### src/rtl/serial_add_pkg.sv
// Shared state encoding and parameter check for the bit-serial adder controller.
// The width-check macro is expanded inside the top module's body.
`define SERIAL_ADD_CHECK_W(w) \
  if (((w) < 2) || ((w) > 32)) begin : g_bad_w \
    $error("serial_add_ctrl: W must be in 2..32"); \
  end

package serial_add_pkg;

  localparam logic [1:0] S_IDLE = 2'd0;
  localparam logic [1:0] S_RUN  = 2'd1;
  localparam logic [1:0] S_DONE = 2'd2;

  typedef enum logic [1:0] {
    ST_IDLE = S_IDLE,
    ST_RUN  = S_RUN,
    ST_DONE = S_DONE
  } state_e;

  // Signed overflow: carry into the MSB disagrees with carry out of it.
  function automatic logic ovf_flag(input logic c_in_msb, input logic c_out_msb);
    return c_in_msb ^ c_out_msb;
  endfunction

endpackage

### src/rtl/fa_bit.sv
// Combinational one-bit full adder: two half adders chained, carries ORed.
module fa_bit (
  input  logic a,
  input  logic b,
  input  logic ci,
  output logic s,
  output logic co
);

  logic s0;
  logic c0;
  logic c1;

  half_adder u_ha0 (
    .a (a),
    .b (b),
    .s (s0),
    .c (c0)
  );

  half_adder u_ha1 (
    .a (s0),
    .b (ci),
    .s (s),
    .c (c1)
  );

  assign co = c0 | c1;

endmodule

### src/rtl/half_adder.sv
// One-bit half adder, the basic cell the serial full adder is built from.
module half_adder (
  input  logic a,
  input  logic b,
  output logic s,
  output logic c
);

  assign s = a ^ b;
  assign c = a & b;

endmodule

### src/rtl/serial_add_ctrl.sv
// Bit-serial W-bit adder: operands accepted over valid/ready, summed LSB-first
// through a single full-add cell, result held in DONE until the consumer takes it.
module serial_add_ctrl
  import serial_add_pkg::*;
#(
  parameter int W = 8
) (
  input  logic         clk,
  input  logic         rst_n,
  input  logic         clr,
  input  logic         in_valid,
  output logic         in_ready,
  input  logic [W-1:0] in_a,
  input  logic [W-1:0] in_b,
  input  logic         in_cin,
  output logic         out_valid,
  input  logic         out_ready,
  output logic [W-1:0] out_sum,
  output logic         out_cout,
  output logic         out_ovf,
  output logic         busy
);

  localparam int CNT_W = $clog2(W + 1);
  localparam logic [CNT_W-1:0] LAST_CNT = CNT_W'(W - 1);

  `SERIAL_ADD_CHECK_W(W)

  state_e           state_q, state_d;
  logic [W-1:0]     a_sr_q, a_sr_d;
  logic [W-1:0]     b_sr_q, b_sr_d;
  logic [W-1:0]     sum_sr_q, sum_sr_d;
  logic             carry_q, carry_d;
  logic [CNT_W-1:0] cnt_q, cnt_d;
  logic [W-1:0]     out_sum_q, out_sum_d;
  logic             out_cout_q, out_cout_d;
  logic             out_ovf_q, out_ovf_d;

  logic fa_s;
  logic fa_co;

  fa_bit u_fa (
    .a  (a_sr_q[0]),
    .b  (b_sr_q[0]),
    .ci (carry_q),
    .s  (fa_s),
    .co (fa_co)
  );

  always_comb begin
    state_d    = state_q;
    a_sr_d     = a_sr_q;
    b_sr_d     = b_sr_q;
    sum_sr_d   = sum_sr_q;
    carry_d    = carry_q;
    cnt_d      = cnt_q;
    out_sum_d  = out_sum_q;
    out_cout_d = out_cout_q;
    out_ovf_d  = out_ovf_q;

    unique case (state_q)
      ST_IDLE: begin
        if (in_valid) begin
          a_sr_d   = in_a;
          b_sr_d   = in_b;
          sum_sr_d = '0;
          carry_d  = in_cin;
          cnt_d    = '0;
          state_d  = ST_RUN;
        end
      end
      ST_RUN: begin
        a_sr_d   = {1'b0, a_sr_q[W-1:1]};
        b_sr_d   = {1'b0, b_sr_q[W-1:1]};
        sum_sr_d = {fa_s, sum_sr_q[W-1:1]};
        carry_d  = fa_co;
        cnt_d    = cnt_q + CNT_W'(1);
        if (cnt_q == LAST_CNT) begin
          // Last bit: carry_q is still the carry into the MSB here.
          out_sum_d  = {fa_s, sum_sr_q[W-1:1]};
          out_cout_d = fa_co;
          out_ovf_d  = ovf_flag(carry_q, fa_co);
          state_d    = ST_DONE;
        end
      end
      ST_DONE: begin
        if (out_ready) begin
          state_d = ST_IDLE;
        end
      end
      default: state_d = ST_IDLE;
    endcase

    // Abort wins over everything; a result in flight never reaches the outputs.
    if (clr) begin
      state_d    = ST_IDLE;
      a_sr_d     = a_sr_q;
      b_sr_d     = b_sr_q;
      sum_sr_d   = sum_sr_q;
      carry_d    = carry_q;
      cnt_d      = cnt_q;
      out_sum_d  = out_sum_q;
      out_cout_d = out_cout_q;
      out_ovf_d  = out_ovf_q;
    end
  end

  always_ff @(posedge clk or negedge rst_n) begin
    if (!rst_n) begin
      state_q    <= ST_IDLE;
      a_sr_q     <= '0;
      b_sr_q     <= '0;
      sum_sr_q   <= '0;
      carry_q    <= 1'b0;
      cnt_q      <= '0;
      out_sum_q  <= '0;
      out_cout_q <= 1'b0;
      out_ovf_q  <= 1'b0;
    end else begin
      state_q    <= state_d;
      a_sr_q     <= a_sr_d;
      b_sr_q     <= b_sr_d;
      sum_sr_q   <= sum_sr_d;
      carry_q    <= carry_d;
      cnt_q      <= cnt_d;
      out_sum_q  <= out_sum_d;
      out_cout_q <= out_cout_d;
      out_ovf_q  <= out_ovf_d;
    end
  end

  assign in_ready  = (state_q == ST_IDLE);
  assign out_valid = (state_q == ST_DONE);
  assign busy      = (state_q != ST_IDLE);
  assign out_sum   = out_sum_q;
  assign out_cout  = out_cout_q;
  assign out_ovf   = out_ovf_q;

endmodule

### config.mk
export PLATFORM = sky130hd
export DESIGN_NAME = serial_add_ctrl
export DESIGN_NICKNAME = d
export VERILOG_FILES = /design/src/rtl/serial_add_pkg.sv /design/src/rtl/fa_bit.sv /design/src/rtl/half_adder.sv /design/src/rtl/serial_add_ctrl.sv
export SDC_FILE = /design/constraint.sdc
export NUM_CORES = 1
export LEC_CHECK = 0
export CAP_MARGIN = 20
export CORE_MARGIN = 10
export CORE_UTILIZATION = 51
export DETAILED_ROUTE_END_ITERATION = 8
export GPL_ROUTABILITY_DRIVEN = 0
export PLACE_DENSITY = 0.79
export SYNTH_ARGS = -nofsm -noshare
export SYNTH_HDL_FRONTEND = slang
export SYNTH_SLANG_ARGS = --single-unit
### constraint.sdc
create_clock -name clk -period 2.2 [get_ports clk]
set_input_delay 0.22 -clock clk [delete_from_list [all_inputs] [get_ports clk]]
set_output_delay 0.22 -clock clk [all_outputs]
set_load 0.05 [all_outputs]
==> results.yml, run 1 <==
run_status:
  run_status: "finished, final reports clean"
synth:
  yosysSeqAreaShare_pct: 56.3
  netlist_area_sq_um: 1780
  synth.lib_cells_used.distinct: 29
  avgSynthCellArea_sq_um: 12.4
  count_of_synthesis_stage_warnings_from_yosys: 0
  mappedNetlistNets: 167
  post_synthesis_sequential_element_count: 40
  syn-instance-count: 143
timing:
  maxClockFrequency_mhz: 477
  rsz0062_at_grt: "false"
  min_cycle_time_layout_ns: 2.10
  setup_tns_ns: 0
  worst_slew_margin_rel_pct: 41.2
  hold_viol_final: 0
  worst_tran_pin_value_ns: 0.883
  setup-violations-final: 0
  clock_skews_ns: 0.00768
  timing_max_transition_violations_final: 0
  period_share_pct: 95.4
finish:
  mostFrequentLayoutCells: "dfrtp_1, clkdlybuf4s50_1, o21ai_0, mux2_2, mux2i_1"
  drive_above_1_share_pct: 19.5
  final_antenna_diode_count: 0
  final.fill_count: 270
  stdcell_area_sq_um: 2290
  flow.area_growth_from_synthesis_pct: 28.6
  multi_input_comb_area_sq_um: 731
  seqCellArea_sq_um: 1000
  nNetsFinal: 208
  final_common_cell: "dfrtp_1"
clock_tree:
  total_number_of_h_tree_levels: 2
  maximum_root_to_sink_buffer_count: 2
  cts_tree: "done"
  tritoncts.num_buffers: 5
  number_of_hold_buffers_added_after_cts: 1
  post_cts_resize_count: 0
  worstSkewPairLatency_ns: 0.35
  cts.root.buffer_cell: "clkbuf_4"
  clock_sink_count: 40
  cts.reportedPaths.clkPinSlew_ns: 0.11
  post_cts.repair.setup_buffers: 0
detailed_routing:
  drt_iter0_drcs: 65
  routed_via_density: 5.52
  dr.pass1.iters: 4
  route.detailed.wl_per_inst_microns: 16.1
  num_vias: 1276
  detail_route.drc_violations: 0
  drt_wl_total_mm: 3.73
  route.antenna.remaining_nets: 0
power:
  pwr_dens_nw_per_um2: 758
  maximum_ir_drop_on_the_vdd_rail_uv: 366
  leakage_uw: 0.00103
setup_path:
  critical_path_arrival_ns: 1.88
  crit_path_max_fanout: 9
  endpoint_kind: "output port"
  worst_setup_path_start_kind: "register"
  worst-setup-path-type: "register to output port"
  cp.required_ns: 1.98
global_routing:
  grt.overflow.total: 0
  first_global_vias: 1310
  grt_pass1_wl_mm: 6.36
  antenna_violations_before_repair: 0
  global_route.usage.total_pct: 12.6
  maximum_number_of_pins_on_one_net_before_global_route_repair: 41
die:
  ios: 35
  die_h_microns: 79.1
  area_enclosed_by_the_die_boundary_sq_um: 6250
  start_util_pct: 52.9
  rows: 21
  fp.coreArea_sq_um: 3360
  die_w_microns: 79.1
place:
  port_buffers: 34
  placedInstanceArea_sq_um: 2180
  hpwl_mm: 2.75
job:
  drv.max_cap_violation_count: 0
worst_hold_path:
  min-delay-path-class: "input pin to register"
synth_stat cells:
cell	instances	area, sq um
a21o_1	1	7.51
a21oi_1	1	5.00
a22o_1	9	78.8
and2b_1	1	7.51
buf_2	2	10.0
buf_6	1	11.3
clkbuf_1	5	18.8
dfrtp_1	40	1000
fa_1	1	20.0
ha_1	1	12.5
inv_1	2	7.51
mux2_2	15	169
mux2i_1	13	130
nand2_1	4	15.0
nand3_1	1	5.00
nand4b_1	1	8.76
nor2_1	4	15.0
nor2b_1	1	6.26
nor3b_1	1	7.51
nor3b_4	2	37.5
o21ai_0	29	145
o21ai_1	1	5.00
o311ai_0	1	8.76
o31ai_1	1	7.51
or2_1	1	6.26
or2_2	1	6.26
or4_1	1	7.51
or4b_2	1	10.0
xor2_1	1	8.76
final timing paths:
path | slack, ns | cells after the start | end | start
max in group asynchronous | 1.13 | 2 | a_sr_q[7]$_DFFE_PN0P_ | rst_n
min in group asynchronous | 0.51 | 2 | out_sum[0]$_DFFE_PN0P_ | rst_n
worst min register to register | 0.52 | 1 | a_sr_q[7]$_DFFE_PN0P_ | a_sr_q[7]$_DFFE_PN0P_
worst max register to register | 0.47 | 3 | out_sum[4]$_DFFE_PN0P_ | state_q[0]$_DFFE_PN0P_
worst max-delay path | 0.10 | 2 | out_valid | state_q[0]$_DFFE_PN0P_
worst min-delay path | 0.47 | 2 | b_sr_q[7]$_DFFE_PN0P_ | in_b[7]
flip-flops by register name (all words and copies together), names as in the netlist:
register / cells
a_sr_q: 8
out_sum: 8
b_sr_q: 8
out_cout: 1
state_q: 2
out_ovf: 1
cnt_q: 4
sum_sr_q: 7
carry_q: 1
power by group:
| group | leakage [uW] | switching [uW] | internal (uW) |
|---|---|---|---|
| Clock | 0.0000515 | 235 | 302 |
| Combinational | 0.000448 | 153 | 159 |
| Sequential | 0.000529 | 62.1 | 823 |
cell type report:
class | count | share of cell area (%)
sequential | 40 | 43.8
timing repair buffer | 42 | 17.3
tap | 46 | 2.52
clock buffer | 7 | 2.84
inverter | 2 | 0.328
multi-input combinational | 93 | 31.9
clock inverter | 1 | 1.31
metrics by stage:
step / cells / util (%) / hold WS (ns) / worst slack (ns) / power [uW]
3_3_place_gp: 222 / 64.9 / 0.368 / 0.243 / 1200
5_1_grt: 231 / 68.0 / 0.469 / 0.0360 / 1830
2_1_floorplan: 143 / - / -0.0756 / 0.583 / 1080
6_report: 231 / 68.0 / 0.473 / 0.102 / 1730
3_5_place_dp: 222 / 64.9 / 0.386 / 0.161 / 1220
4_1_cts: 231 / 68.0 / 0.456 / 0.0628 / 1750
metal layers:
layer | track usage [%] | up-vias | part of all wire [%]
met1 | 15.2 | 635 | 44
met2 | 19.7 | 32 | 49
met3 | 4.95 | 6 | 5.2
met5 | 0 | - | 0
met4 | 5.38 | 0 | 1.6
li1 | - | 603 | -
kinds of logic after synthesis:
family                   after synthesis  share of synthesized area (%)
multiplexers                          28                           16.8
AO/OA/AOI/OAI                         43                           14.5
buffers and inverters                 10                           2.67
XOR/XNOR                               1                          0.492
flip-flops                            40                           56.3
AND/OR/NAND/NOR                       19                           7.46
adder cells (fa/ha/maj)                2                           1.83
worst max-delay path: stages (launching register included):
cell and delay (ns):
dfrtp_1 0.47, and2b_1 0.24, clkdlybuf4s50_1 0.83
(Power assumes the default switching activity.)
==> run 2: changes to the inputs <==
--- a/config.mk
+++ b/config.mk
@@ -10,7 +10,9 @@
 export CORE_UTILIZATION = 51
 export DETAILED_ROUTE_END_ITERATION = 8
 export GPL_ROUTABILITY_DRIVEN = 0
+export GPL_TIMING_DRIVEN = 1
 export PLACE_DENSITY = 0.79
+export SETUP_SLACK_MARGIN = 0.3
 export SYNTH_ARGS = -nofsm -noshare
 export SYNTH_HDL_FRONTEND = slang
 export SYNTH_SLANG_ARGS = --single-unit
==> run 2 against run 1 <==
Wire length grew 0.19%; worst setup slack gained 0.28 ns; clock skew is essentially flat; largest power group unchanged; critical path depth is the same; design area shrank 0.11%; die area is the same; highest routed layer unchanged; final cell count is the same; via count grew 0.16%; critical endpoint unchanged.
==> results.yml, run 2 (synthesis gave the netlist of run 1 again) <==
finish:
  seqCellArea_sq_um: 1000
  final.fill_count: 271
  final_antenna_diode_count: 0
  flow.area_growth_from_synthesis_pct: 28.4
  nNetsFinal: 208
  mostFrequentLayoutCells: "dfrtp_1, clkdlybuf4s50_1, o21ai_0, mux2_2, mux2i_1"
  final_common_cell: "dfrtp_1"
  drive_above_1_share_pct: 19.5
  stdcell_area_sq_um: 2280
  multi_input_comb_area_sq_um: 731
setup_path:
  critical_path_arrival_ns: 1.60
  critical_path.cell_chain: "and2b_1 > dlygate4sd2_1"
  worst-setup-path-type: "register to output port"
  cp_top_family: "buffers and inverters"
  worst_setup_path_start_kind: "register"
  timing.critical_path.slowest_cell_delay_ns: 0.55
  cp.buffers_inverters: 1
  endpoint_kind: "output port"
  slowest_stage: "dlygate4sd2_1"
  cp.required_ns: 1.98
  crit_path_max_fanout: 9
die:
  die_w_microns: 79.1
  die_h_microns: 79.1
  rows: 21
  area_enclosed_by_the_die_boundary_sq_um: 6250
  fp.coreArea_sq_um: 3360
  start_util_pct: 52.9
  ios: 35
global_routing:
  maximum_number_of_pins_on_one_net_before_global_route_repair: 41
  grt.overflow.total: 0
  antenna_violations_before_repair: 0
  grt_pass1_wl_mm: 6.35
  first_global_vias: 1305
  global_route.usage.total_pct: 12.6
place:
  hpwl_mm: 2.75
  port_buffers: 34
  placedInstanceArea_sq_um: 2180
timing:
  rsz0062_at_grt: "false"
  worst_slew_margin_rel_pct: 41.2
  worst_tran_pin_value_ns: 0.882
  timing_max_transition_violations_final: 0
  setup_tns_ns: 0
  maxClockFrequency_mhz: 549
  min_cycle_time_layout_ns: 1.82
  setup-violations-final: 0
  clock_skews_ns: 0.00817
  hold_viol_final: 0
  period_share_pct: 82.8
  fin_worst_hold_slack_ns: 0.470
power:
  share_clk_of_total_power_pct: 31.0
  gate_power_share_pct: 17.9
  maximum_ir_drop_on_the_vdd_rail_uv: 365
  internal-power_uw: 1280
  p_switching_uw: 451
  power_frac_seq_pct: 51.0
  sw_frac_of_total_pct: 26.0
  pwr_dens_nw_per_um2: 759
  leakage_uw: 0.00104
job:
  drv.max_cap_violation_count: 0
detailed_routing:
  route.antenna.remaining_nets: 0
  routed_via_density: 5.53
  drt_iter0_drcs: 62
  dr.pass1.iters: 4
  route.detailed.wl_per_inst_microns: 16.2
  num_vias: 1278
  detail_route.drc_violations: 0
  drt_wl_total_mm: 3.74
clock_tree:
  total_number_of_h_tree_levels: 2
  maximum_root_to_sink_buffer_count: 2
  clock_sink_count: 40
  cts.root.buffer_cell: "clkbuf_4"
  worstSkewPairLatency_ns: 0.35
  cts.reportedPaths.clkPinSlew_ns: 0.11
  post_cts.repair.setup_buffers: 0
  cts_tree: "done"
  tritoncts.num_buffers: 5
worst_hold_path:
  min-delay-path-class: "input pin to register"
run_status:
  run_status: "finished, final reports clean"
run 2: metrics by stage:
stage               util (%)  total power (uW)  cells  setup WS (ns)
floorplan                  -              1080    143          0.583
global route            67.9              1830    231          0.323
detailed placement      64.9              1220    222          0.161
global placement        64.9              1200    222          0.243
finish                  67.9              1730    231          0.378
CTS                     67.9              1750    231          0.341
run 2: area by class of cell:
class                      count  share of cell area (%)
tap                           46                    2.52
inverter                       2                   0.329
sequential                    40                    43.8
clock buffer                   7                    2.85
clock inverter                 1                    1.31
timing repair buffer          42                    17.2
multi-input combinational     93                    32.0
run 2: path summary, 6_finish.rpt:
kind                                        startpoint                      to  slack (ns)  cells past startpoint
worst max-delay path            state_q[0]$_DFFE_PN0P_               out_valid        0.38                      2
worst min-delay path                           in_b[7]   b_sr_q[7]$_DFFE_PN0P_        0.47                      2
worst min register to register   a_sr_q[7]$_DFFE_PN0P_   a_sr_q[7]$_DFFE_PN0P_        0.52                      1
max in group asynchronous                        rst_n   a_sr_q[7]$_DFFE_PN0P_        1.14                      2
min in group asynchronous                        rst_n  out_sum[0]$_DFFE_PN0P_        0.51                      2
worst max register to register  state_q[0]$_DFFE_PN0P_  out_sum[4]$_DFFE_PN0P_        0.47                      3
run 2: worst register-to-register path, delay by kind of cell, from the launching register on:
family | cells | cell delay, ns
muxes | 1 | 0.40
DFF | 1 | 0.47
and+or+nand+nor | 2 | 0.77
run 2: per-layer routing:
layer / track usage [%] / share of wire, % / vias to the layer above
li1: - / - / 603
met1: 15.1 / 44 / 634
met2: 19.7 / 49 / 35
met3: 4.95 / 5.6 / 6
met4: 5.38 / 1.6 / 0
met5: 0 / 0 / -
run 2: power groups by stage:
stage	registers (uW)	clock network (uW)	logic [uW]
finish	885	538	311
global route	898	582	346
CTS	885	551	316
detailed placement	899	0	316
global placement	892	0	304
floorplan	887	0	195
run 2: timing repair:
action                                  4_1_cts  5_1_grt
hold buffers                                  1        0
endpoints found under the setup margin        2        0
hold endpoints to repair                     19        0
resized for setup                             2        0
